File: config.mk
export PLATFORM = sky130hd
export DESIGN_NAME = cp0_trap_seq
export DESIGN_NICKNAME = d
export VERILOG_FILES = /design/src/rtl/cp0_trap_seq.sv
export SDC_FILE = /design/constraint.sdc
export NUM_CORES = 1
export LEC_CHECK = 0
export CORE_UTILIZATION = 41
export CTS_BUF_LIST = sky130_fd_sc_hd__clkbuf_4 sky130_fd_sc_hd__clkbuf_8
export DETAILED_ROUTE_END_ITERATION = 12
export PLACE_DENSITY = 0.79
export SLEW_MARGIN = 20
export SYNTH_ARGS = -nofsm -noshare
export SYNTH_HDL_FRONTEND = slang
export SYNTH_SLANG_ARGS = --single-unit
File: constraint.sdc
create_clock -name clk -period 1.94 [get_ports clk]
set_input_delay 0.291 -clock clk [delete_from_list [all_inputs] [get_ports clk]]
set_output_delay 0.291 -clock clk [all_outputs]
set_load 0.02 [all_outputs]
File: src/rtl/cp0_trap_seq.sv
// cp0_trap_seq: trap entry/exit sequencer between the control unit and the
// CP0 register file. Accepts one request in IDLE, then drives the CP0 write
// port through EPC/Cause/Status (entry) or Status (eret), one write per cycle,
// and finishes with a single-cycle PC redirect. Status and EPC are shadowed
// here so that the redirect target and the exception masks are always local.
module cp0_trap_seq #(
  parameter logic [31:0] EXC_VECTOR = 32'h0000_0004,
  parameter logic [31:0] STATUS_RST = 32'h0000_000F,
  parameter int          STAT_SHIFT = 5
) (
  input  logic        clk,
  input  logic        rst,
  input  logic        syscall_req,
  input  logic        break_req,
  input  logic        teq_req,
  input  logic        eret_req,
  input  logic        mtc0_req,
  input  logic [4:0]  mtc0_addr,
  input  logic [31:0] mtc0_data,
  input  logic [31:0] cur_pc,
  output logic        busy,
  output logic        cp0_we,
  output logic [4:0]  cp0_waddr,
  output logic [31:0] cp0_wdata,
  output logic        pc_redirect,
  output logic [31:0] pc_target,
  output logic [31:0] status_o,
  output logic [31:0] epc_o
);

  localparam logic [4:0] ADDR_STATUS = 5'd12;
  localparam logic [4:0] ADDR_CAUSE  = 5'd13;
  localparam logic [4:0] ADDR_EPC    = 5'd14;

  typedef enum logic [2:0] {
    S_IDLE    = 3'd0,
    S_W_EPC   = 3'd1,
    S_W_CAUSE = 3'd2,
    S_W_STAT  = 3'd3,
    S_T_REDIR = 3'd4,
    S_E_STAT  = 3'd5,
    S_E_REDIR = 3'd6
  } state_t;

  state_t      r_state;
  state_t      w_next;
  logic [31:0] r_status;
  logic [31:0] r_epc;
  logic [31:0] r_epc_l;
  logic [4:0]  r_code;

  logic        w_exc_req;
  logic        w_exc_en;
  logic [4:0]  w_exc_code;
  logic        w_accept;

  // Fixed-priority exception pick; only the top requester is considered, so a
  // masked high-priority source never lets a lower one through.
  always_comb begin
    w_exc_req  = break_req | syscall_req | teq_req;
    w_exc_en   = 1'b0;
    w_exc_code = 5'd0;
    if (break_req) begin
      w_exc_en   = r_status[0] & r_status[2];
      w_exc_code = 5'd9;
    end else if (syscall_req) begin
      w_exc_en   = r_status[0] & r_status[1];
      w_exc_code = 5'd8;
    end else if (teq_req) begin
      w_exc_en   = r_status[0] & r_status[3];
      w_exc_code = 5'd13;
    end else begin
      w_exc_en   = 1'b0;
      w_exc_code = 5'd0;
    end
  end

  assign w_accept = (r_state == S_IDLE) && w_exc_en;

  // Next-state and per-state drive of the stall, CP0 write port and redirect.
  always_comb begin
    w_next      = r_state;
    busy        = 1'b0;
    cp0_we      = 1'b0;
    cp0_waddr   = 5'd0;
    cp0_wdata   = 32'd0;
    pc_redirect = 1'b0;
    pc_target   = 32'd0;
    case (r_state)
      S_IDLE: begin
        if (w_exc_req) begin
          if (w_exc_en) begin
            busy   = 1'b1;
            w_next = S_W_EPC;
          end else begin
            w_next = S_IDLE;
          end
        end else if (eret_req) begin
          busy   = 1'b1;
          w_next = S_E_STAT;
        end else if (mtc0_req) begin
          cp0_we    = 1'b1;
          cp0_waddr = mtc0_addr;
          cp0_wdata = mtc0_data;
          w_next    = S_IDLE;
        end else begin
          w_next = S_IDLE;
        end
      end
      S_W_EPC: begin
        busy      = 1'b1;
        cp0_we    = 1'b1;
        cp0_waddr = ADDR_EPC;
        cp0_wdata = r_epc_l;
        w_next    = S_W_CAUSE;
      end
      S_W_CAUSE: begin
        busy      = 1'b1;
        cp0_we    = 1'b1;
        cp0_waddr = ADDR_CAUSE;
        cp0_wdata = {25'd0, r_code, 2'b00};
        w_next    = S_W_STAT;
      end
      S_W_STAT: begin
        busy      = 1'b1;
        cp0_we    = 1'b1;
        cp0_waddr = ADDR_STATUS;
        cp0_wdata = r_status << STAT_SHIFT;
        w_next    = S_T_REDIR;
      end
      S_T_REDIR: begin
        busy        = 1'b1;
        pc_redirect = 1'b1;
        pc_target   = EXC_VECTOR;
        w_next      = S_IDLE;
      end
      S_E_STAT: begin
        busy      = 1'b1;
        cp0_we    = 1'b1;
        cp0_waddr = ADDR_STATUS;
        cp0_wdata = r_status >> STAT_SHIFT;
        w_next    = S_E_REDIR;
      end
      S_E_REDIR: begin
        busy        = 1'b1;
        pc_redirect = 1'b1;
        pc_target   = r_epc;
        w_next      = S_IDLE;
      end
      default: begin
        w_next = S_IDLE;
      end
    endcase
  end

  // State register plus request latch; reset drops any sequence in flight.
  always_ff @(posedge clk) begin
    if (rst) begin
      r_state <= S_IDLE;
      r_epc_l <= 32'd0;
      r_code  <= 5'd0;
    end else begin
      r_state <= w_next;
      if (w_accept) begin
        r_epc_l <= cur_pc;
        r_code  <= w_exc_code;
      end else begin
        r_epc_l <= r_epc_l;
        r_code  <= r_code;
      end
    end
  end

  // Shadows follow whatever this block puts on the CP0 write port, which
  // covers sequencer writes and mtc0 pass-through alike.
  always_ff @(posedge clk) begin
    if (rst) begin
      r_status <= STATUS_RST;
      r_epc    <= 32'd0;
    end else begin
      if (cp0_we && (cp0_waddr == ADDR_STATUS)) begin
        r_status <= cp0_wdata;
      end else begin
        r_status <= r_status;
      end
      if (cp0_we && (cp0_waddr == ADDR_EPC)) begin
        r_epc <= cp0_wdata;
      end else begin
        r_epc <= r_epc;
      end
    end
  end

  assign status_o = r_status;
  assign epc_o    = r_epc;

endmodule
==> results of run 1 <==
==> path summary, 6_finish.rpt <==
check,to,cells past startpoint
worst min-delay path,r_code[3],2
worst max register to register,status_o[7],11
worst min register to register,r_epc_l[20],2
worst max-delay path,status_o[7],11
==> through the flow <==
stage	instances	hold WS, ns
global route	1246	0.262
global placement	1139	0.441
finish	1246	0.274
CTS	1209	0.270
floorplan	732	0.427
detailed placement	1139	0.447
==> where the power goes <==
group | total [mW] | switching, mW | leakage, nW | internal, mW
registers | 3.01 | 0.456 | 0.835 | 2.55
logic | 8.87 | 4.85 | 3.81 | 4.02
clock network | 1.57 | 0.924 | 0.0990 | 0.648
==> repair_timing <==
action                                  4_1_cts  5_1_grt
hold buffers                                  0        0
endpoints found under the setup margin      145      161
gates resized for setup                     565      223
gates cloned                                 13       11
pin swaps                                    38       84
setup buffers                                42       33
==> registers in the layout (all words and copies together) (netlist names) <==
name and flops:
epc_o 32, r_code 3, r_epc_l 32, r_state 3, status_o 32
==> cell usage after synthesis <==
master	count	area share
nand3_1	4	0.0036
o41ai_4	1	0.0050
and3b_1	2	0.0032
buf_1	4	0.0027
mux2i_1	65	0.12
o311a_1	1	0.0018
nor4_1	29	0.033
or4b_1	1	0.0018
a2bb2oi_1	1	0.0016
a21oi_1	74	0.067
a21o_1	2	0.0027
nand2_1	123	0.084
dfxtp_1	102	0.37
nor2_1	45	0.031
a31o_1	1	0.0016
or3b_2	3	0.0048
or2_2	1	0.0011
nand2b_1	5	0.0057
o21a_1	1	0.0014
nor2b_1	1	0.0011
a311oi_1	1	0.0016
and3_1	1	0.0011
buf_4	2	0.0027
nor4b_1	1	0.0016
a211oi_1	28	0.038
a31o_2	3	0.0048
or3_1	2	0.0023
and2_1	36	0.041
o32ai_1	3	0.0048
buf_2	18	0.016
o311ai_2	1	0.0030
o22ai_1	21	0.024
nand3b_1	1	0.0014
inv_1	59	0.040
o21ai_0	33	0.030
clkbuf_1	42	0.029
nor3_1	8	0.0073
a211o_1	2	0.0032
nor4bb_1	4	0.0073
==> cells in the final DEF (no fill, tap or decap), drive strengths merged, types with 5 or more instances in the layout <==
cell,synthesis,routed
nor2,45,45
nand2b,5,5
nor4,29,29
clkbuf,42,19
a21oi,74,74
inv,59,59
nand2,123,123
o21ai,33,33
a211oi,28,28
buf,24,249
clkdlybuf4s50,0,133
mux2i,65,65
o22ai,21,21
nor3,8,8
and2,36,36
dfxtp,102,102
==> per-layer routing <==
layer | vias to the layer above | track usage | wire length, um
li1 | 3183 | - | -
met1 | 3856 | 0.439 | 11900
met2 | 1035 | 0.601 | 15900
met3 | 412 | 0.0921 | 5230
met4 | 2 | 0.187 | 3850
met5 | - | 0 | 51
==> logic make-up (layout without fill, tap and decap cells) <==
| group | after synthesis | in the layout | synth area share |
|---|---|---|---|
| and+or+nand+nor | 267 | 267 | 0.230 |
| AOI/OAI and AO/OA | 173 | 173 | 0.190 |
| buffers and inverters | 125 | 467 | 0.0906 |
| DFF | 102 | 102 | 0.370 |
| muxes | 65 | 65 | 0.118 |
==> critical path, stage by stage (launching register included) <==
cell and delay [ns]:
dfxtp_4 0.38, buf_6 0.11, buf_6 0.09, clkbuf_16 0.13
buf_4 0.11, nand2_1 0.07, buf_4 0.16, o21ai_0 0.88
a21oi_4 0.07, buf_12 0.21, buf_16 0.16, mux2i_1 0.32
==> cell type report <==
type,count,area (um2)
inverters,59,221
clock inverters,5,58.8
clock buffers,11,145
well taps,172,215
fillers,454,1530
flip-flops and latches,102,2050
repair buffers,392,4330
multi-input cells,505,4330
==> reports/summary.txt, run 1 <==
status -> finished, violations left
failing checks -> negative setup slack
DRC violations left -> 0
H-tree depth -> 3
largest net degree at the start of global routing -> 67
worst setup margin -> -0.895 ns
total global-route track usage -> 0.365
number of detailed-route iterations in the first pass -> 6
CTS buffer count -> 9
gr ovfl total -> 0
initial antenna violation count -> 0
Worst Setup End Kind -> flip-flop
Clock Latency Late Sink -> 0.43 ns
Power Dens Cells -> 1190 mW/mm2
drt total wl -> 36900 um
pre-CTS setup slack -> -0.855 ns
DP Area -> 0.00840 mm2
Worst-path clk slew -> 0.12 ns
Post-Synthesis Cells -> 732
TNS Setup -> -60.61 ns
root buffer cell -> clkbuf_8
Fin. Hold Viols -> 0
Arr. time, crit path -> 3.14 ns
final worst-path cycle share -> 1.46
Row Count -> 41
post-layout util -> 0.882
critical path class -> flip-flop to flip-flop
Routed Antenna Nets -> 0
count of cell types in the netlist -> 39
wire length per cell -> 29.6 um
Layout area overhead -> 106%
Num Clock Sinks -> 102
final net count -> 1145
Worst Setup SP -> r_state[1]
Initial Util -> 0.428
Rel. slew slack -> 0.226
die area -> 0.0139 mm2
Power Total -> 13.5 mW
Post-Syn Area -> 0.00551 mm2
Core Area -> 0.0129 mm2
vias in the first global route -> 7134
Leak -> 4.75 nW
antenna cell count -> 0
number of DRC markers in iteration 0 -> 1531
Critical R2R Launch -> r_state[1]
io pins -> 212
CP max FO -> 8
register area share after synthesis -> 0.370
first-pass GRT wire length -> 39700 um
CP startpoint kind -> flip-flop
Worst-Margin Slew -> 1.15 ns
Setup Viol. Count Final -> 173
setup slack, reg-to-reg -> -0.90 ns
vias -> 8488
clock skew -> 0.0176 ns
share of cells above drive strength 1 -> 0.460
post-DP HPWL -> 14900 um
Max VDD drop -> 0.584 mV
die height -> 118 um
Die W -> 118 um
max-slew violations -> 0
Yosys warning count -> 0
RD Place Congestion -> 0.924
Mean Syn Cell Area -> 7.53 um2
CTS tree -> done
PortBufs -> 211
Fmax -> 0.353 GHz
flops & latches, synth -> 102
minimum clock period -> 2.84 ns
HP Class -> input pin to flip-flop
max cap viols -> 0
Min-Delay Startpoint -> rst
vias per std cell -> 6.81
Crit path required time -> 2.24 ns
clock buffer depth -> 2
RSZ-0062 raised after global routing -> yes
Design Area, Final -> 0.0114 mm2
Synth Net Count -> 808
(Power assumes the default switching activity.)
==> run 2: changes to the inputs <==
Settings changed: RECOVER_POWER from default to 25, SLEW_MARGIN 20 to 15.
==> results of run 2 <==
No change in the layout: final DEF, timing and power equal those of run 1.
==> run 3: changes to the inputs <==
Settings changed: CORE_MARGIN from default to 2.
==> reports/summary.txt, run 3 (same netlist as run 1, synthesis figures left out) <==
Routed Antenna Nets -> 0
share of cells above drive strength 1 -> 0.329
final worst-path cycle share -> 1.21
failing checks -> negative setup slack
final net count -> 1113
die height -> 120 um
first-pass GRT wire length -> 35300 um
commonest non-fill, non-tap cell in the layout -> nand2_1
max-slew violations -> 0
# hold bufs at CTS -> 0
status -> finished, violations left
commonest non-fill, non-tap cells in the layout -> nand2_1, buf_4, clkdlybuf4s50_1
Worst Setup End Kind -> output pin
RSZ-0062 raised after global routing -> yes
Power Total -> 11.1 mW
wire length per cell -> 22.6 um
CP max FO -> 21
number of DRC markers in iteration 0 -> 977
critical path class -> flip-flop to output pin
PortBufs -> 211
CTS buffer count -> 9
HP Class -> input pin to flip-flop
vias -> 7266
Power Dens Cells -> 1090 mW/mm2
Clock Latency Late Sink -> 0.41 ns
Core Area -> 0.0132 mm2
largest net degree at the start of global routing -> 67
Worst-path clk slew -> 0.10 ns
RD Place Congestion -> 0.914
H-tree depth -> 3
Die W -> 120 um
worst setup margin -> -0.408 ns
Layout area overhead -> 84.0%
CP startpoint kind -> flip-flop
DP Area -> 0.00831 mm2
Row Count -> 42
Design Area, Final -> 0.0101 mm2
initial antenna violation count -> 1
Worst-Margin Slew -> 0.498 ns
total global-route track usage -> 0.316
Arr. time, crit path -> 2.06 ns
minimum clock period -> 2.35 ns
clock buffer depth -> 2
io pins -> 212
Crit path required time -> 1.65 ns
vias per std cell -> 5.97
post-DP HPWL -> 15000 um
drt total wl -> 27500 um
CTS tree -> done
Rel. slew slack -> 0.668
post-layout util -> 0.769
Setup Viol. Count Final -> 132
gr ovfl total -> 0
DRC violations left -> 0
number of detailed-route iterations in the first pass -> 6
Fmax -> 0.426 GHz
max cap viols -> 0
antenna cell count -> 0
Leak -> 4.44 nW
clock skew -> 0.0219 ns
Fin. Hold Viols -> 0
Num Clock Sinks -> 102
die area -> 0.0144 mm2
Initial Util -> 0.418
Max VDD drop -> 0.690 mV
vias in the first global route -> 6302
root buffer cell -> clkbuf_8
run 3: stage by stage:
step                TNS [ns]  hold WS (ns)  std cells  worst slack, ns
floorplan           -0.00169         0.427        732         -0.00169
global placement      -74.04         0.440       1127           -0.815
detailed placement    -80.17         0.446       1127           -0.863
CTS                   -27.58         0.251       1180           -0.405
global route          -39.12         0.285       1217           -0.449
finish                -33.61         0.254       1217           -0.408
run 3: critical path, stage by stage (launching register included):
cell	delay, ns
dfxtp_2	0.38
buf_8	0.23
inv_1	0.17
nor3_4	0.17
buf_6	0.14
clkbuf_16	0.15
and2_1	0.15
clkdlybuf4s15_2	0.26
run 3: path summary, 6_finish.rpt:
kind | start | to | slack, ns | cells after the start
worst max register to register | r_state[1] | epc_o[7] | -0.39 | 8
worst max-delay path | r_state[1] | pc_target[7] | -0.41 | 7
worst min-delay path | rst | r_code[3] | 0.25 | 2
worst min register to register | r_epc_l[2] | r_epc_l[2] | 0.46 | 2
run 3: area by class of cell:
cell class	instances	area, um2
clock buffers	10	131
clock inverters	5	27.5
fillers	783	3050
inverters	59	221
multi-input cells	505	3730
flip-flops and latches	102	2050
well taps	176	220
repair buffers	360	3760
run 3: metal layers:
metal | global-route usage | vias up | wire (um)
li1 | - | 3112 | -
met1 | 0.385 | 3434 | 10200
met2 | 0.527 | 573 | 13100
met3 | 0.0908 | 145 | 2760
met4 | 0.117 | 2 | 1480
met5 | 0 | - | 12
run 3: repair_timing:
item | in CTS | in global routing
setup endpoints to repair | 136 | 136
pin swaps | 16 | 67
gates resized for setup | 418 | 150
gates cloned | 6 | 7
setup buffers | 32 | 34
run 3: report_power, final:
group	internal, mW	total [mW]	leakage [nW]	switching [mW]
Combinational	3.15	6.91	3.52	3.76
Clock	0.466	1.26	0.0851	0.799
Sequential	2.55	2.90	0.835	0.346
